**config.mk**
```make
export PLATFORM = sky130hd
export DESIGN_NAME = udma_ts_chan_sched
export DESIGN_NICKNAME = d
export VERILOG_FILES = /design/src/rtl/udma_ts_chan_sched.sv
export SDC_FILE = /design/constraint.sdc
export NUM_CORES = 1
export LEC_CHECK = 0
export ABC_AREA = 1
export CORE_UTILIZATION = 40
export CTS_CLUSTER_SIZE = 12
export DETAILED_ROUTE_END_ITERATION = 8
export HOLD_SLACK_MARGIN = 0.03
export PLACE_DENSITY = 0.77
export SETUP_SLACK_MARGIN = 0.5
export SYNTH_ARGS = -nofsm -noshare
export SYNTH_HDL_FRONTEND = slang
export SYNTH_SLANG_ARGS = --single-unit
```
**constraint.sdc**
```tcl
create_clock -name clk_i -period 2.96 [get_ports clk_i]
set_input_delay 0.296 -clock clk_i [delete_from_list [all_inputs] [get_ports clk_i]]
set_output_delay 0.296 -clock clk_i [all_outputs]
set_load 0.05 [all_outputs]
```
**src/rtl/udma_ts_chan_sched.sv**
```systemverilog
// Round-robin scheduler sharing the uDMA timestamp ingest path between N_CH sources.
// Each winner's channel ID and payload are registered, held, and announced by a level toggle on ts_valid_o.
module udma_ts_chan_sched #(
  parameter int N_CH          = 4,
  parameter int TS_DATA_WIDTH = 28,
  parameter int TS_CHID_WIDTH = 4,
  parameter int HOLD_CYCLES   = 8,
  parameter int CNT_WIDTH     = 8
) (
  input  logic                          clk_i,
  input  logic                          rst_i,
  input  logic [N_CH-1:0]               cfg_ch_en_i,
  input  logic                          cfg_drop_clr_i,
  input  logic [N_CH-1:0]               req_valid_i,
  input  logic [N_CH*TS_DATA_WIDTH-1:0] req_data_i,
  output logic [N_CH-1:0]               req_ready_o,
  output logic                          ts_valid_o,
  output logic [TS_CHID_WIDTH-1:0]      ts_chid_o,
  output logic [TS_DATA_WIDTH-1:0]      ts_data_o,
  output logic                          busy_o,
  output logic [CNT_WIDTH-1:0]          drop_cnt_o
);

  localparam int IDX_W  = $clog2(N_CH);
  localparam int HCNT_W = (HOLD_CYCLES > 1) ? $clog2(HOLD_CYCLES) : 1;
  localparam int POP_W  = $clog2(N_CH + 1);
  localparam int SUM_W  = CNT_WIDTH + POP_W;
  localparam logic [CNT_WIDTH-1:0] CNT_MAX = {CNT_WIDTH{1'b1}};

  typedef enum logic {
    S_IDLE,
    S_HOLD
  } state_e;

  state_e                    state_q, state_d;
  logic [IDX_W-1:0]          last_q;
  logic [HCNT_W-1:0]         hold_cnt_q;
  logic                      ts_valid_q;
  logic [TS_CHID_WIDTH-1:0]  ts_chid_q;
  logic [TS_DATA_WIDTH-1:0]  ts_data_q;
  logic [CNT_WIDTH-1:0]      drop_cnt_q;

  logic [N_CH-1:0]           eligible;
  logic [N_CH-1:0]           drop_mask;
  logic                      grant_found;
  logic [IDX_W-1:0]          grant_idx;
  logic                      grant_fire;
  int                        cand_int;
  logic [IDX_W-1:0]          cand;
  logic [POP_W-1:0]          drop_pop;
  logic [SUM_W-1:0]          drop_sum;

  assign eligible  = req_valid_i & cfg_ch_en_i;
  assign drop_mask = req_valid_i & ~cfg_ch_en_i;

  // Round-robin search starting just after the last winner, wrapping modulo N_CH.
  always_comb begin
    // NOTE: every variable gets a default before any branch so no latch is inferred.
    grant_found = 1'b0;
    grant_idx   = '0;
    cand_int    = 0;
    cand        = '0;
    for (int k = 1; k <= N_CH; k++) begin
      cand_int = int'(last_q) + k;
      if (cand_int >= N_CH) cand_int = cand_int - N_CH;
      cand = IDX_W'(cand_int);
      if (!grant_found && eligible[cand]) begin
        grant_found = 1'b1;
        grant_idx   = cand;
      end
    end
  end

  always_comb begin
    drop_pop = '0;
    for (int i = 0; i < N_CH; i++) drop_pop = drop_pop + POP_W'(drop_mask[i]);
    drop_sum = SUM_W'(drop_cnt_q) + SUM_W'(drop_pop);
  end

  // State register.
  always_ff @(posedge clk_i or posedge rst_i) begin
    // NOTE: sequential state uses non-blocking assignments; the reset branch is asynchronous.
    if (rst_i) state_q <= S_IDLE;
    else       state_q <= state_d;
  end

  // Next-state logic.
  always_comb begin
    state_d = state_q;
    unique case (state_q)
      S_IDLE: if (grant_found) state_d = S_HOLD;
      S_HOLD: if (hold_cnt_q == '0) state_d = S_IDLE;
      default: state_d = S_IDLE;
    endcase
  end

  // Output logic: drops are acknowledged in any state, grants only in IDLE.
  always_comb begin
    busy_o      = (state_q == S_HOLD);
    grant_fire  = (state_q == S_IDLE) && grant_found;
    req_ready_o = drop_mask;
    if (grant_fire) req_ready_o = req_ready_o | (N_CH'(1) << grant_idx);
    if (rst_i)      req_ready_o = '0;
  end

  // Sample registers and hold counter: all update together on the accepting edge.
  always_ff @(posedge clk_i or posedge rst_i) begin
    if (rst_i) begin
      ts_valid_q <= 1'b0;
      ts_chid_q  <= '0;
      ts_data_q  <= '0;
      last_q     <= IDX_W'(N_CH - 1);
      hold_cnt_q <= '0;
    end else if (grant_fire) begin
      ts_valid_q <= ~ts_valid_q;
      ts_chid_q  <= TS_CHID_WIDTH'(grant_idx);
      ts_data_q  <= req_data_i[grant_idx*TS_DATA_WIDTH +: TS_DATA_WIDTH];
      last_q     <= grant_idx;
      hold_cnt_q <= HCNT_W'(HOLD_CYCLES - 1);
    end else if (state_q == S_HOLD && hold_cnt_q != '0) begin
      hold_cnt_q <= hold_cnt_q - 1'b1;
    end
  end

  // Saturating drop counter; a clear discards the same cycle's drops.
  always_ff @(posedge clk_i or posedge rst_i) begin
    if (rst_i)                             drop_cnt_q <= '0;
    else if (cfg_drop_clr_i)               drop_cnt_q <= '0;
    else if (drop_sum > SUM_W'(CNT_MAX))   drop_cnt_q <= CNT_MAX;
    else                                   drop_cnt_q <= drop_sum[CNT_WIDTH-1:0];
  end

  assign ts_valid_o = ts_valid_q;
  assign ts_chid_o  = ts_chid_q;
  assign ts_data_o  = ts_data_q;
  assign drop_cnt_o = drop_cnt_q;

endmodule

```
Word level (Yosys, flattened, before mapping)
Index checks and enable logic that the tools add are counted.

Register bits: 45. Input bits: 123. Output and inout port bits: 46. Word-level logic and storage cells: 78.

Add/sub/neg operators: 13. $mul: 1. Magnitude comparators: 9. Shift-type cells: 2. Multiplexer cells: 29. Bitwise logic cells: 6. Reductions and logical operators: 11.

Operators by type and width (count): 112-bit by 8-bit variable part select with 28-bit output (1); 2-bit 2-to-1 mux (8); 8-bit 2-to-1 mux (2); 2-bit by 3-bit < comparator with 1-bit output (second input constant) (4); 1-bit 2-to-1 mux (10); 8-bit by 3-bit adder with 9-bit output (1); 3-bit greater-or-equal comparator (second input constant) (3); 9-bit by 8-bit greater-than comparator with 1-bit output (second input constant) (1); 4-bit bitwise AND (2); 1-bit binary-select mux with 2-bit select (4); 4-bit 2-to-1 mux (2); 2-bit by 1-bit subtractor with 2-bit output (second input constant) (4); 2-bit by 2-bit adder with 3-bit output (second input constant) (2); 3-bit 2-to-1 mux (2); 1-bit logical AND (5); 2-bit by 3-bit multiplier with 5-bit output (second input constant) (1); 2-bit by 3-bit adder with 4-bit output (second input constant) (1); 4-bit by 3-bit greater-or-equal comparator with 1-bit output (second input constant) (1); 4-bit inverter (1); 4-bit bitwise OR (1); 1-bit by 2-bit left shift with 4-bit output (first input constant) (1); 2-bit by 1-bit adder with 3-bit output (1); 2-bit by 1-bit adder with 3-bit output (second input constant) (1); 3-bit by 1-bit adder with 3-bit output (1); other kinds (8) (11).

Depth between registers and ports, before layout
Gate-level depths: netlist (run 1).

Word-level depth: 19. Gate-level depth with buffers: 18. Mapped depth without buffers: 15.

Worst setup path after synthesis (run 1)
Ideal clock, no wire load.

Path kind: register to register. From: register drop_cnt_q[0] (netlist: drop_cnt_o[0]). To: register drop_cnt_q[5] (netlist: drop_cnt_o[5]). Setup time: 78 ps. Data arrival time: 2670 ps. Path slack: 212 ps. Cell stages (with the launch flop): 10. Period minus slack after synthesis: 2748 ps. Path through: dfrtp_1 > inv_1 > fa_1 > fa_1 > inv_1 > fa_1 > nand3_1 > nor4_1 > nand2_1 > a21oi_1.

Longest elaborated chain between the ends: 4.

Ends and longest elaborated chain: from (decl) (line 41) `logic [CNT_WIDTH-1:0] drop_cnt_q;`; from (signal assigned) (line 130) `else drop_cnt_q <= drop_sum[CNT_WIDTH-1:0];`; 8-bit by 3-bit adder with 9-bit output (*) (line 77) `drop_sum = SUM_W'(drop_cnt_q) + SUM_W'(drop_pop);`; 9-bit by 8-bit greater-than comparator with 1-bit output (line 129) `else if (drop_sum > SUM_W'(CNT_MAX)) drop_cnt_q <= CNT_MAX;`; 8-bit 2-to-1 mux (*) (line 129); 8-bit 2-to-1 mux (*) (line 128) `else if (cfg_drop_clr_i) drop_cnt_q <= '0;`.

Mark *: on every way between the ends. The rest lies on a longest branch, timed or not. A chain may end at the register's enable or synchronous reset.

Worst setup path in the final report (run 1)
From: register last_q[0]. To: output req_ready_o[0].

Longest elaborated chain between the ends: 19.

Ends and longest elaborated chain: from (decl) (line 36) `logic [IDX_W-1:0] last_q;`; from (signal assigned) (line 112) `last_q <= IDX_W'(N_CH - 1);`; from (signal assigned) (line 118) `last_q <= grant_idx;`; 2-bit by 1-bit adder with 3-bit output (line 64) `cand_int = int'(last_q) + k;`; 3-bit greater-or-equal comparator or 2-bit by 1-bit subtractor with 2-bit output (tied branches) (line 65) `if (cand_int >= N_CH) cand_int = cand_int - N_CH;`; 2-bit 2-to-1 mux (line 65); 1-bit binary-select mux with 2-bit select (line 67) `if (!grant_found && eligible[cand]) begin`; 1-bit 2-to-1 mux (not written as such) (line 67); 1-bit 2-to-1 mux (line 67); 1-bit zero test (line 67); 1-bit logical AND (line 67); [... 3 more ...]; 1-bit 2-to-1 mux (line 67); 1-bit zero test (line 67); 1-bit logical AND (line 67); 2-bit 2-to-1 mux (line 67); 1-bit by 2-bit left shift with 4-bit output (line 102) `if (grant_fire) req_ready_o = req_ready_o | (N_CH'(1) << grant_idx);`; 4-bit bitwise OR (line 102); 4-bit 2-to-1 mux (*) (line 102); 4-bit 2-to-1 mux (*) (line 103) `if (rst_i) req_ready_o = '0;`; to (decl) (line 16) `output logic [N_CH-1:0] req_ready_o,`.

Mark *: on every way between the ends. The rest lies on a longest branch, timed or not. The select of a mux whose other input is x is not followed.

==> results of run 1 <==
[registers in the layout, summed over array words and instances (netlist names)]
| name | cells |
|---|---|
| busy_o | 1 |
| drop_cnt_o | 8 |
| ts_valid_o | 1 |
| last_q | 2 |
| hold_cnt_q | 3 |
| ts_chid_o | 2 |
| ts_data_o | 28 |
[worst max-delay path, cell delays in order, from the launching register on]
cell and delay [ns]:
dfstp_2 0.61, buf_4 0.14, nand2_1 0.06, nand2_2 0.08, nand2_2 0.07, nand2_4 0.11
nand2_8 0.08, inv_4 0.07, nand3_2 0.08, o21ai_2 0.08, nand2_2 0.12, inv_2 0.10
nand3_2 0.09, a21oi_4 0.18, buf_12 0.16
[path summary, 6_finish.rpt]
path	startpoint	endpoint	cells past startpoint	slack (ns)
hold / removal	ts_valid_o	ts_valid_o	1	0.48
setup reg to reg	last_q[0]	ts_data_o[11]	18	0.53
setup / recovery	last_q[0]	req_ready_o[0]	14	0.33
min in group asynchronous	rst_i	drop_cnt_o[4]	2	0.78
max in group asynchronous	rst_i	drop_cnt_o[0]	2	1.55
hold reg to reg	ts_valid_o	ts_valid_o	1	0.48
[cells in the final DEF, fill, tap and decap left out, types with 3 or more instances in the layout]
cell type	instances
buf_6	7
a21oi_2	6
buf_4	26
dfrtp_1	42
inv_2	7
ha_1	3
nand3_2	3
clkbuf_8	7
nand2_2	16
xor2_1	4
nand2_1	317
nand3_1	70
inv_1	16
o21ai_1	3
dlygate4sd2_1	4
clkdlybuf4s50_1	158
a21oi_1	8
buf_12	4
xnor2_1	3
[repair_timing]
action                     in CTS  in global routing
resized for setup              39                  9
pin swaps                      21                 12
setup endpoints to repair      12                 32
buffers inserted               16                  4
[power by group through the flow]
| stage | sequential, W | combinational [W] | clock, W |
|---|---|---|---|
| 2_1_floorplan | 0.00172 | 0.00307 | 0 |
| 6_report | 0.00104 | 0.00561 | 0.000418 |
| 3_3_place_gp | 0.00104 | 0.00493 | 0 |
| 3_5_place_dp | 0.00105 | 0.00499 | 0 |
| 4_1_cts | 0.00103 | 0.00544 | 0.000428 |
| 5_1_grt | 0.00107 | 0.00618 | 0.000448 |
[layer usage]
layer  global-route usage, %  up-vias  routed length [um]
met5                       0        -                   0
met1                    28.9     1897                4680
li1                        -     2093                   -
met4                    8.33        0                 260
met2                    45.4      159                5550
met3                    7.33       23                 977
[cells by family (layout without fill, tap and decap cells)]
| logic type | Yosys count | after routing | synth area share (%) |
|---|---|---|---|
| compound gates | 26 | 26 | 4.51 |
| xor+xnor | 7 | 7 | 1.78 |
| fa+ha+maj | 6 | 6 | 2.84 |
| buf+inv | 60 | 232 | 9.09 |
| flops | 45 | 45 | 32.8 |
| other cells | 1 | 2 | 0.109 |
| simple gates | 418 | 418 | 48.9 |
[area by class of cell]
cell class                      instances  share of cell area (%)
Clock buffer                            7                    1.72
Clock inverter                          1                  0.0893
Inverter                               25                    1.76
Multi-Input combinational cell        459                    38.8
Sequential cell                        45                    20.2
Tap cell                              105                    2.34
Timing Repair Buffer                  199                    35.1
[per-stage QoR]
| stage | TNS, ns | power, W | setup slack [ns] | hold slack [ns] |
|---|---|---|---|---|
| 2_1_floorplan | 0 | 0.00479 | 0.533 | 0.480 |
| 3_3_place_gp | 0 | 0.00597 | 0.0633 | 0.461 |
| 3_5_place_dp | -0.599 | 0.00604 | -0.125 | 0.467 |
| 4_1_cts | 0 | 0.00689 | 0.418 | 0.483 |
| 5_1_grt | 0 | 0.00770 | 0.219 | 0.502 |
| 6_report | 0 | 0.00707 | 0.332 | 0.483 |
==> impl_metrics.toml, run 1 <==
[timing]
setup_viol = 0
finalCritPeriodShare_pct = 88.8
slew_headroom_pct = 37.8
hold_viol_final = 0
fin_crit_ns = 2.63
max_freq_mhz = 381
rsz0062_at_grt = "true"
skew_ns = 0.00703
worstMarginPinSlew_ns = 0.932
slew_viol_final = 0

[clocking]
cts_sinks = 45
clk_path_buf_depth = 2
cts-htree-levels = 2
cts_hold_buf = 0
cts_tree = "done"
root_buffer = "clkbuf_8"
clock_latency_ns = 0.30
clk_transition_reported_paths_ns = 0.08
numCtsBuffers = 5

[layout]
area_growth_pct = 62.9
regArea_um2 = 1130
multi_input_area_um2 = 2170
finish.utilization_pct = 67.9
fillers = 741
antennaDiodeCount = 0
final_area_um2 = 5610
final_cells = 841
final_nets = 864
drive_gt1_share_pct = 13.0

[logic_synthesis]
syn_avg_cell_area_um2 = 6.11
yosys.cell_count.top_type = "nand2_1"
synth_edf_count = 0
synthTopCellsByCount = "331 x nand2_1, 74 x nand3_1, 43 x dfrtp_1, 19 x buf_2, 19 x inv_1"
synth_area_um2 = 3440
post_synth_inst_count = 563
ys_warn_count = 0
ys_seq_area_share_pct = 32.8
synth_area_leader_cell = "nand2_1"
synth_top_area_share_pct = 36.1
yosys-top-cells-area = "nand2_1 36%, dfrtp_1 31%, nand3_1 11%"
ys_ff_latch = 45
postSynth.asyncResetShare_pct = 100
ys_dominant_reg_cell = "dfrtp_1"
synth_cell_type_count = 27

[drt]
drc_errors = 0
vias = 4172
routed_wl_um = 11500
wl_per_cell_um = 13.6
drt_iter0_drc = 162
vias_per_cell = 4.96
firstDrtPassIters = 4
route.antenna.remaining_nets = 0

[global_routing]
grt_max_degree = 46
track_usage_pct = 25.4
grt_pass1_vias = 3855
grt_pass1_wl_um = 17900
overflow = 0
antenna_found_initial = 0

[die]
die_h_um = 94.8
core_area_um2 = 8260
fp.dieW_um = 94.8
placementRows = 33
die_area_um2 = 8980
start_util_pct = 41.7
ios = 169

[power_and_ir_drop]
p_int_w = 0.00313
power.leakage_nw = 2.84
irDropWorstVdd_v = 0.000797
clockPowerShare_pct = 5.9
power_density_nw_per_um2 = 1260
swShare_pct = 55.7
power_frac_comb_pct = 79.4
switchingPower_w = 0.00393
p_seq_share_pct = 14.7

[worst_hold_path]
hold_path_class = "register to register"

[critical_path]
cp.arrival_ns = 2.33
start_kind = "register"
path_max_fanout = 5
required_ns = 2.66
critPathKind = "register to primary output"
crit_path_end_kind = "primary output"

[place]
place_area_um2 = 5190
dp_hpwl_um = 8150
finalWeightedCongestion = 0.940
dp.cells = 813
numPortBuffers = 166

[status]
status = "complete, no violations"

[job]
max-cap-violations = 0
Note: power is estimated with default switching activity, not from simulation.
==> run 2: changes to the inputs <==
--- a/config.mk
+++ b/config.mk
@@ -6,6 +6,7 @@
 export NUM_CORES = 1
 export LEC_CHECK = 0
 export ABC_AREA = 1
+export CAP_MARGIN = 40
 export CORE_UTILIZATION = 40
 export CTS_CLUSTER_SIZE = 12
 export DETAILED_ROUTE_END_ITERATION = 8
==> run 2 against run 1 <==
  * Routed wire length rose by 5.2%
  * Global-route usage rose by 0.29 points
  * Critical path type unchanged
  * Clock skew rose by 0.0021 ns
==> impl_metrics.toml, run 2 (same netlist as run 1, synthesis figures left out) <==
[timing]
slew_headroom_pct = 64.0
skew_ns = 0.00909
worstMarginPinSlew_ns = 0.538
finalCritPeriodShare_pct = 88.2
hold_viol_final = 0
setup_viol = 0
fin_crit_ns = 2.61
timing.final.ws_setup_ns = 0.349
fin_hold_ws_ns = 0.477
max_freq_mhz = 383
slew_viol_final = 0
rsz0062_at_grt = "true"

[critical_path]
cp_common_cell = "buf_4"
timing.reg2reg.setup_slack_ns = 0.41
critical_path.cell_chain = "buf_4 -> buf_4 -> o21ai_2 -> nand2_1 -> nand2_2 -> buf_4 -> o31ai_4 -> inv_2 -> nand3_2 -> a21oi_4 -> buf_12"
r2r_start = "last_q[0]"
start_kind = "register"
crit_path_end_kind = "primary output"
cp.arrival_ns = 2.32
required_ns = 2.66
worstRegToRegCells = 19
critPathKind = "register to primary output"
reg2reg_to = "ts_data_o[13]"
path_max_fanout = 6
max_stage_delay_ns = 0.63
cp_slowest_cell = "dfstp_2"

[job]
max-cap-violations = 0

[layout]
final_cell_mix = "282 x nand2_1, 158 x clkdlybuf4s50_1, 69 x nand3_1"
antennaDiodeCount = 0
area_growth_pct = 69.8
multi_input_area_um2 = 2320
final_cells = 843
final_nets = 866
fillers = 710
drive_gt1_share_pct = 18.8
largest_register_ffs = 28
regArea_um2 = 1130
final_area_um2 = 5850
layout_commonest_cell = "nand2_1"

[power_and_ir_drop]
clockPowerShare_pct = 5.4
swShare_pct = 55.5
p_seq_share_pct = 13.4
switchingPower_w = 0.00430
power_w = 0.00774
power_frac_comb_pct = 81.2
power.leakage_nw = 2.96
p_int_w = 0.00345
irDropWorstVdd_v = 0.000895
power_density_nw_per_um2 = 1320

[drt]
drc_errors = 0
wl_per_cell_um = 14.3
drt_iter0_drc = 128
route.antenna.remaining_nets = 0
vias = 4204
vias_per_cell = 4.99
firstDrtPassIters = 6
routed_wl_um = 12100

[place]
place_area_um2 = 5210
dp_slack_ns = -0.0983
dp.cells = 814
numPortBuffers = 166
dp_hpwl_um = 8300
finalWeightedCongestion = 0.940

[clocking]
numCtsBuffers = 5
root_buffer = "clkbuf_8"
cts-htree-levels = 2
clk_path_buf_depth = 2
cts_hold_buf = 0
clock_latency_ns = 0.30
clk_transition_reported_paths_ns = 0.09
cts_sinks = 45
cts_tree = "done"

[die]
die_area_um2 = 8980
core_area_um2 = 8260
ios = 169
placementRows = 33
start_util_pct = 41.7
fp.dieW_um = 94.8
die_h_um = 94.8

[global_routing]
antenna_found_initial = 0
grt_pass1_wl_um = 18000
grt_max_degree = 35
track_usage_pct = 25.7
grt_pass1_vias = 3844
overflow = 0

[worst_hold_path]
hold_path_class = "register to register"
hold_depth = 2
min_from = "ts_data_o[24]"
min_to = "ts_data_o[24]"

[status]
status = "complete, no violations"
==> run 2: repair_timing <==
action	in CTS	in global routing
buffers inserted	11	8
endpoints found under the setup margin	12	40
resized for setup	32	68
hold endpoints to repair	0	0
pin swaps	15	44
cloned	0	2
==> run 2: how the worst max path moves through the flow <==
| stage | from | to | cells after the start |
|---|---|---|---|
| floorplan | last_q[0] | req_ready_o[2] | 14 |
| global placement | req_valid_i[2] | drop_cnt_o[5] | 10 |
| detailed placement | req_valid_i[2] | drop_cnt_o[4] | 10 |
| CTS | last_q[0] | req_ready_o[0] | 14 |
| global route | last_q[0] | req_ready_o[0] | 11 |
| finish | last_q[0] | req_ready_o[0] | 11 |
==> run 2: worst max-delay path: cells and delay by family (launching register included) <==
kind / cells / cell delay [ns]
buffers and inverters: 5 / 0.65
AO/OA/AOI/OAI: 3 / 0.45
AND/OR/NAND/NOR: 3 / 0.28
flip-flops: 1 / 0.63
==> run 2: metal layers <==
metal  part of all wire [%]  track usage [%]  up-vias
met3                    7.9             7.49       25
met4                    2.1             8.08        0
met1                     40             29.9     1932
li1                       -                -     2094
met2                     50             45.2      153
met5                      0                0        -
==> run 2: layout make-up <==
class                   count  share of cell area (%)
multi-input cells         459                    39.8
repair buffers            201                    35.3
flip-flops and latches     45                    19.3
well taps                 105                    2.25
clock buffers               7                    1.65
inverters                  25                    1.65
clock inverters             1                  0.0856
==> run 2: power groups by stage <==
stage          logic, W  clock network (W)  registers, W
2_1_floorplan   0.00307                  0       0.00172
3_3_place_gp    0.00493                  0       0.00104
3_5_place_dp    0.00501                  0       0.00105
4_1_cts         0.00537           0.000432       0.00104
5_1_grt         0.00685           0.000458       0.00107
6_report        0.00629           0.000420       0.00104
==> run 2: metrics by stage <==
stage / util (%) / setup TNS [ns]
floorplan: - / 0
global placement: 62.9 / 0
detailed placement: 63.1 / -0.504
CTS: 66.7 / 0
global route: 70.8 / 0
finish: 70.8 / 0
